$ cat config.mk
export PLATFORM = sky130hd
export DESIGN_NAME = modn_counter_ctrl_flat
export DESIGN_NICKNAME = d
export VERILOG_FILES = /design/src/rtl/modn_counter_ctrl_pkg.sv /design/src/rtl/modn_counter_ctrl_if.sv /design/src/rtl/modn_counter_ctrl_rise_detect.sv /design/src/rtl/modn_counter_ctrl.sv /design/src/flat_wrapper.sv
export SDC_FILE = /design/constraint.sdc
export NUM_CORES = 1
export LEC_CHECK = 0
export CAP_MARGIN = 5
export CORE_AREA = 4 4 46 48
export DETAILED_ROUTE_END_ITERATION = 10
export DIE_AREA = 0 0 50 52
export PLACE_DENSITY_LB_ADDON = 0.05
export SYNTH_ARGS = -nofsm -noshare
export SYNTH_HDL_FRONTEND = slang
export SYNTH_SLANG_ARGS = --single-unit
$ cat constraint.sdc
create_clock -name clk -period 6.4 [get_ports clk]
set_input_delay 0.64 -clock clk [delete_from_list [all_inputs] [get_ports clk]]
set_output_delay 0.64 -clock clk [all_outputs]
set_load 0.02 [all_outputs]
$ cat src/rtl/modn_counter_ctrl_pkg.sv
`default_nettype none
// ============================================================================
//  Module      : modn_counter_ctrl_pkg
//  Description : Shared FSM state codes and widths for the modulo-N
//                run/stop/step/load counter controller.
//  Revision    : 1.0 - initial release
// ============================================================================
package modn_counter_ctrl_pkg;

    localparam int unsigned c_STATE_W = 2;

    typedef enum logic [c_STATE_W-1:0] {
        ST_IDLE = 2'd0,
        ST_RUN  = 2'd1,
        ST_HOLD = 2'd2
    } state_t;

endpackage
`default_nettype wire

$ cat src/rtl/modn_counter_ctrl_if.sv
`default_nettype none
// ============================================================================
//  Module      : modn_counter_ctrl_if
//  Description : Front-panel command / counter status bundle. The master
//                side drives button levels and configuration, the slave side
//                (the controller) returns count, terminal count and state.
//  Revision    : 1.0 - initial release
// ============================================================================
interface modn_counter_ctrl_if #(
    parameter int WIDTH = 3
);
    import modn_counter_ctrl_pkg::*;

    logic                 start;
    logic                 stop;
    logic                 step;
    logic                 load;
    logic [WIDTH-1:0]     load_val;
    logic [WIDTH:0]       mod_val;
    logic                 up;
    logic [WIDTH-1:0]     q;
    logic                 tc;
    logic                 running;
    logic [c_STATE_W-1:0] state;

    modport master (
        output start, stop, step, load, load_val, mod_val, up,
        input  q, tc, running, state
    );

    modport slave (
        input  start, stop, step, load, load_val, mod_val, up,
        output q, tc, running, state
    );

endinterface
`default_nettype wire

$ cat src/rtl/modn_counter_ctrl_rise_detect.sv
`default_nettype none
// ============================================================================
//  Module      : rise_detect
//  Description : Single-bit rising-edge detector. Emits a combinational
//                one-cycle pulse in the cycle the input is first seen high.
//  Revision    : 1.0 - initial release
// ============================================================================
module rise_detect (
    input  wire logic clk,
    input  wire logic clr,
    input  wire logic in,
    output logic      pulse
);

    logic r_prev;

    // Remember last sampled level; cleared so a level held through reset fires.
    always_ff @(posedge clk) begin
        if (clr) begin
            r_prev <= 1'b0;
        end else begin
            r_prev <= in;
        end
    end

    assign pulse = in & ~r_prev;

endmodule
`default_nettype wire

$ cat src/rtl/modn_counter_ctrl.sv
`default_nettype none
// ============================================================================
//  Module      : modn_counter_ctrl
//  Description : Run/stop/step/load controller around a programmable
//                modulo-N up/down counter with a registered terminal-count
//                pulse for cascading.
//  Revision    : 1.0 - initial release
// ============================================================================
module modn_counter_ctrl
    import modn_counter_ctrl_pkg::*;
#(
    parameter int WIDTH       = 3,
    parameter int DEFAULT_MOD = 6
) (
    input  wire logic          clk,
    input  wire logic          clr,
    modn_counter_ctrl_if.slave bus
);

    localparam logic [WIDTH:0]   c_MOD_MAX = {1'b1, {WIDTH{1'b0}}};
    localparam logic [WIDTH:0]   c_MOD_MIN = (WIDTH+1)'(2);
    localparam logic [WIDTH:0]   c_MOD_DEF = (WIDTH+1)'(DEFAULT_MOD);
    localparam logic [WIDTH-1:0] c_ONE     = WIDTH'(1);

    // Command pulses: bit 0 start, 1 stop, 2 step, 3 load
    logic [3:0] w_cmd_lvl;
    logic [3:0] w_cmd_pls;
    logic       w_start_p;
    logic       w_stop_p;
    logic       w_step_p;
    logic       w_load_p;

    state_t           r_state;
    state_t           w_state_nxt;
    logic             r_running;
    logic             w_adv;

    logic [WIDTH-1:0] r_q;
    logic [WIDTH-1:0] w_q_nxt;
    logic             r_tc;
    logic             w_tc_nxt;

    logic [WIDTH:0]   w_meff;
    logic [WIDTH:0]   w_top_ext;
    logic [WIDTH-1:0] w_top;
    logic [WIDTH:0]   w_q_ext;

    assign w_cmd_lvl = {bus.load, bus.step, bus.stop, bus.start};

    generate
        for (genvar gi = 0; gi < 4; gi++) begin : g_rise
            rise_detect u_rise (
                .clk   (clk),
                .clr   (clr),
                .in    (w_cmd_lvl[gi]),
                .pulse (w_cmd_pls[gi])
            );
        end
    endgenerate

    assign w_start_p = w_cmd_pls[0];
    assign w_stop_p  = w_cmd_pls[1];
    assign w_step_p  = w_cmd_pls[2];
    assign w_load_p  = w_cmd_pls[3];

    // Out-of-range moduli fall back to the build-time default.
    assign w_meff    = ((bus.mod_val >= c_MOD_MIN) && (bus.mod_val <= c_MOD_MAX))
                     ? bus.mod_val : c_MOD_DEF;
    assign w_top_ext = w_meff - (WIDTH+1)'(1);
    assign w_top     = w_top_ext[WIDTH-1:0];
    assign w_q_ext   = {1'b0, r_q};

    // Next state and advance enable; stop outranks start on a shared edge.
    always_comb begin
        w_state_nxt = r_state;
        w_adv       = 1'b0;
        unique case (r_state)
            ST_IDLE: begin
                w_adv = w_step_p;
                if (!w_stop_p && w_start_p) begin
                    w_state_nxt = ST_RUN;
                end
            end
            ST_RUN: begin
                w_adv = ~w_stop_p;
                if (w_stop_p) begin
                    w_state_nxt = ST_HOLD;
                end
            end
            ST_HOLD: begin
                w_adv = w_step_p;
                if (!w_stop_p && w_start_p) begin
                    w_state_nxt = ST_RUN;
                end
            end
            default: begin
                w_state_nxt = ST_IDLE;
            end
        endcase
    end

    // Counter next value: load beats advance; out-of-range q snaps without tc.
    always_comb begin
        w_q_nxt  = r_q;
        w_tc_nxt = 1'b0;
        if (w_load_p) begin
            w_q_nxt = ({1'b0, bus.load_val} >= w_meff) ? '0 : bus.load_val;
        end else if (w_adv) begin
            if (bus.up) begin
                if (w_q_ext == w_top_ext) begin
                    w_q_nxt  = '0;
                    w_tc_nxt = 1'b1;
                end else if (w_q_ext > w_top_ext) begin
                    w_q_nxt  = '0;
                end else begin
                    w_q_nxt  = r_q + c_ONE;
                end
            end else begin
                if (r_q == '0) begin
                    w_q_nxt  = w_top;
                    w_tc_nxt = 1'b1;
                end else if (w_q_ext > w_top_ext) begin
                    w_q_nxt  = w_top;
                end else begin
                    w_q_nxt  = r_q - c_ONE;
                end
            end
        end
    end

    // State register with running flag registered alongside it.
    always_ff @(posedge clk) begin
        if (clr) begin
            r_state   <= ST_IDLE;
            r_running <= 1'b0;
        end else begin
            r_state   <= w_state_nxt;
            r_running <= (w_state_nxt == ST_RUN);
        end
    end

    // Count and terminal-count registers.
    always_ff @(posedge clk) begin
        if (clr) begin
            r_q  <= '0;
            r_tc <= 1'b0;
        end else begin
            r_q  <= w_q_nxt;
            r_tc <= w_tc_nxt;
        end
    end

    assign bus.q       = r_q;
    assign bus.tc      = r_tc;
    assign bus.running = r_running;
    assign bus.state   = r_state;

endmodule
`default_nettype wire
$ cat src/flat_wrapper.sv
// flat-port wrapper written by rule: the top's interface ports become plain ports
module modn_counter_ctrl_flat import modn_counter_ctrl_pkg::*;
#(
    parameter int WIDTH       = 3,
    parameter int DEFAULT_MOD = 6
)
  (clk, clr, bus_start, bus_stop, bus_step, bus_load, bus_load_val, bus_mod_val, bus_up, bus_q, bus_tc, bus_running, bus_state);
  modn_counter_ctrl_if #(.WIDTH(WIDTH)) bus_i ();
  input  wire logic clk;
  input  wire logic clr;
  input wire logic [$bits(bus_i.start)-1:0] bus_start;
  input wire logic [$bits(bus_i.stop)-1:0] bus_stop;
  input wire logic [$bits(bus_i.step)-1:0] bus_step;
  input wire logic [$bits(bus_i.load)-1:0] bus_load;
  input wire logic [$bits(bus_i.load_val)-1:0] bus_load_val;
  input wire logic [$bits(bus_i.mod_val)-1:0] bus_mod_val;
  input wire logic [$bits(bus_i.up)-1:0] bus_up;
  output wire logic [$bits(bus_i.q)-1:0] bus_q;
  output wire logic [$bits(bus_i.tc)-1:0] bus_tc;
  output wire logic [$bits(bus_i.running)-1:0] bus_running;
  output wire logic [$bits(bus_i.state)-1:0] bus_state;
  assign bus_i.start = bus_start;
  assign bus_i.stop = bus_stop;
  assign bus_i.step = bus_step;
  assign bus_i.load = bus_load;
  assign bus_i.load_val = bus_load_val;
  assign bus_i.mod_val = bus_mod_val;
  assign bus_i.up = bus_up;
  assign bus_q = bus_i.q;
  assign bus_tc = bus_i.tc;
  assign bus_running = bus_i.running;
  assign bus_state = bus_i.state;
  modn_counter_ctrl #(.WIDTH(WIDTH), .DEFAULT_MOD(DEFAULT_MOD)) u_core (.clk(clk), .clr(clr), .bus(bus_i));
endmodule
==> key figures <==
Outcome
  • Outcome: completed

Die
  • Core Area: 1710 um^2
  • Die height: ~52 um
  • # rows: 15
  • Die Area: 2600 um^2
  • Starting Density: 47.9%
  • Ports: 21
  • Die Wd: 50 um

Synth
  • Syn nets: ~130
  • EDFF count, synth: 0
  • YS warnings: 0
  • Mux cell area share after synthesis: between 2 and 2.5%
  • Ranking of synthesized cells by area: dfxtp_1 27%, ha_1 14%, nor2b_1 7.6%, a21oi_1 6.1%, nor2_1 4.1%
  • Xor-xnor portion of the synthesized cell area: 2.14%
  • Synthesized instance count: about 100
  • Yosys cell types: 32
  • Yosys reg bits: 11
  • Dominant cell type by area after synthesis: dfxtp_1
  • Post-synthesis simple-gate area fraction: 26.8%
  • Syn Area/Cell: 7.94 um^2
  • Post-synthesis instance area: approximately 800 um^2
  • Post-synth top area share: 26.9%
  • Synth Area in Adders: 13.8%
  • Register area share after synthesis: 26.9%
  • Synth Area in Compound Gates: 22.8%
  • Main combinational cell family by area after synthesis: simple AND/OR/NAND/NOR gates
  • Ys async rst share: 0%
  • Ys flop type: dfxtp_1

Power and ir drop
  • Power Total: 200 uW
  • Peak supply drop: 0.158 mV
  • Seq pwr share: 39.2%
  • Pwr per Cell Area: 188 nW/um^2
  • Sw frac: 33.5%
  • P_sw: 67.0 uW
  • Clk pwr share: 23.1%
  • Comb power frac: a little under two fifths
  • Internal power: 133 uW
  • Lkg Pwr: 0.000437 uW

STA
  • Final Setup Violations: 0
  • Final Hold Viols: 0
  • Max-slew violations: 0
  • Fmax achieved: 0.348 GHz
  • Tmin final: around 2.9 ns
  • Slew headroom: between 70% and 80%
  • Tcrit/Tclk final: 44.9%
  • Worst slew pin tran: roughly 0.43 ns
  • Total negative setup slack: 0 ns
  • Fin Clk Skew: around 0.0025 ns
  • RSZ-0062 raised after global routing: no

Detailed routing
  • Met3 wire len: 120 um
  • Iter 0 DRT Violations: 13
  • Post-DR vias/cell: 5.39
  • DRT met1 WL: 843 um
  • DR pass1 iterations: 5
  • Total vias in the final route: roughly 800
  • DRT antenna net count: 0
  • DRC Markers: 0
  • Post-Route WL: 1800 um
  • Wirelength per Cell: 12.0 um
  • Max Used Layer: met4
  • Met2 wire length: 819 um

Critical path
  • Critical path endpoint category: register
  • Critical path class: in -> reg
  • CP Launch Type: primary input
  • CP arrival: 3.02 ns
  • WP data required: between 6 and 7 ns
  • Reg-to-reg startpoint: u_core.bus.q[0]
  • Crit path launch: bus_mod_val[1]
  • Peak fanout along the critical path: 8

GRT
  • Vias in the first global route: 768
  • Largest net degree at the start of global routing: 12
  • Initial antenna violation count: 0
  • First-pass GRT wire length: 3100 um
  • Gr ovfl total: 0
  • GR Util All Layers: ~15%

Layout
  • Inserted Diodes: 0
  • Non-Filler Instances: 149
  • P&R area growth vs syn: 30.0%
  • Share of cells above drive strength 1: 4.03%
  • Layout net count: ~150
  • Fill cells: 161
  • FF/Latch Area: 220 um^2
  • Area of the multi-input gates: 556 um^2

Job
  • Max-cap violations: 0

Hold path
  • Hold path startpoint: u_core.bus.state[1]
  • Worst hold path type: reg -> reg

Place
  • Placed Cells: 145
  • Final Wtd Congestion: 0.875
  • DP HPWL: 1470 um
  • Number of port buffers: 20

Clock network
  • H-tree depth: 1
  • Post-CTS Setup Bufs: 0
  • Total CTS buffers: 3
  • Worst-skew pair later-pin latency: ~0.27 ns
  • Root buffer cell: clkbuf_4
  • Clock Path Buffers: 2
  • CTS sink cnt: 11
  • CTS Hold Bufs: 0
  • CTS tree: done
  • Worst-path clk slew: 0.06 ns
  • PostCTS Resize Cnt: 0
## layer usage
layer / GRT usage (%) / up-vias
li1: - / 414
met1: 17.7 / 356
met2: 26.7 / 30
met3: 4.58 / 3
met4: 3.69 / 0
met5: 0 / -
## final cells by class
type | instances | area share, %
sequential | 11 | 20.7
multi-input combinational | 81 | 52.2
tap | 25 | 2.94
inverter | 8 | 2.82
clock buffer | 4 | 2.47
timing repair buffer | 20 | 18.8
## power groups by stage
stage               combinational (uW)  clock, uW  sequential [uW]
floorplan                         45.1          0             83.5
CTS                               75.7       48.5             78.4
detailed placement                75.3          0             80.0
global placement                  72.9          0             79.9
finish                            75.6       46.3             78.4
global route                      83.9       51.3             79.3
## per-stage QoR
stage	util (%)	instance area (um^2)	worst slack [ns]	hold slack (ns)
after global routing	62.3	1060	3.38	0.582
after CTS	62.3	1060	3.56	0.548
after global placement	60.7	1040	3.38	0.520
after detailed placement	60.7	1040	3.27	0.524
after floorplan	-	818	3.89	0.535
final	62.3	1060	3.53	0.570
## cells in the final DEF, fill, tap and decap left out
cell type	Yosys	routed
xnor2_1	1	1
a21boi_1	1	1
nor4_2	1	1
o31a_1	1	1
nand3_1	1	1
nand4_1	1	1
clkdlybuf4s50_1	0	20
a211oi_1	2	2
nand2b_1	5	5
a21oi_1	10	10
nor4_1	3	3
a21o_1	1	1
o21bai_1	1	1
o21ai_0	3	3
o211ai_1	2	2
a22oi_1	1	1
a2111oi_0	1	1
clkbuf_1	2	1
xor2_1	1	1
a31oi_1	2	2
clkbuf_4	0	3
a2111oi_1	1	1
inv_1	8	8
nand2_1	5	5
nor2b_1	10	10
ha_1	9	9
a211oi_2	1	1
nand3b_1	2	2
a22o_1	1	1
nor2_1	9	9
nor3_1	3	3
dfxtp_1	11	11
mux2i_1	2	2
## path summary, 6_finish.rpt
| path | cells after the start | slack, ns | to |
|---|---|---|---|
| hold / removal | 2 | 0.57 | u_core.bus.state[1] |
| setup reg to reg | 7 | 4.41 | u_core.bus.q[1] |
| setup / recovery | 11 | 3.53 | u_core.bus.q[1] |
| hold reg to reg | 2 | 0.57 | u_core.bus.state[1] |
## critical path, cell delays in order
cell	delay, ns
clkdlybuf4s50_1	0.61
nor2_1	0.11
nand2_1	0.08
a21o_1	0.17
inv_1	0.06
ha_1	0.33
nand3_1	0.16
a21oi_1	0.24
a211oi_2	0.10
a2111oi_1	0.43
nor4_2	0.08
## logic make-up after synthesis
kind of cell | count (synthesis)
compound gates | 28
fa+ha+maj | 9
buf+inv | 11
xor+xnor | 2
mux | 2
flops | 11
simple gates | 40
## synth_stat cells, types with 3 or more instances
cell type  number
nor2_1          9
nor2b_1        10
nor3_1          3
nand2b_1        5
a21oi_1        10
o21ai_0         3
nand2_1         5
inv_1           8
dfxtp_1        11
ha_1            9
nor4_1          3
## registers in the layout, indices dropped and copies added (netlist names)
signal                       cells
u_core.bus.state                 2
u_core.bus.q                     3
u_core.bus.running               1
u_core.bus.tc                    1
u_core.g_rise.u_rise.r_prev      4
Power figures use the tool's default switching activity.
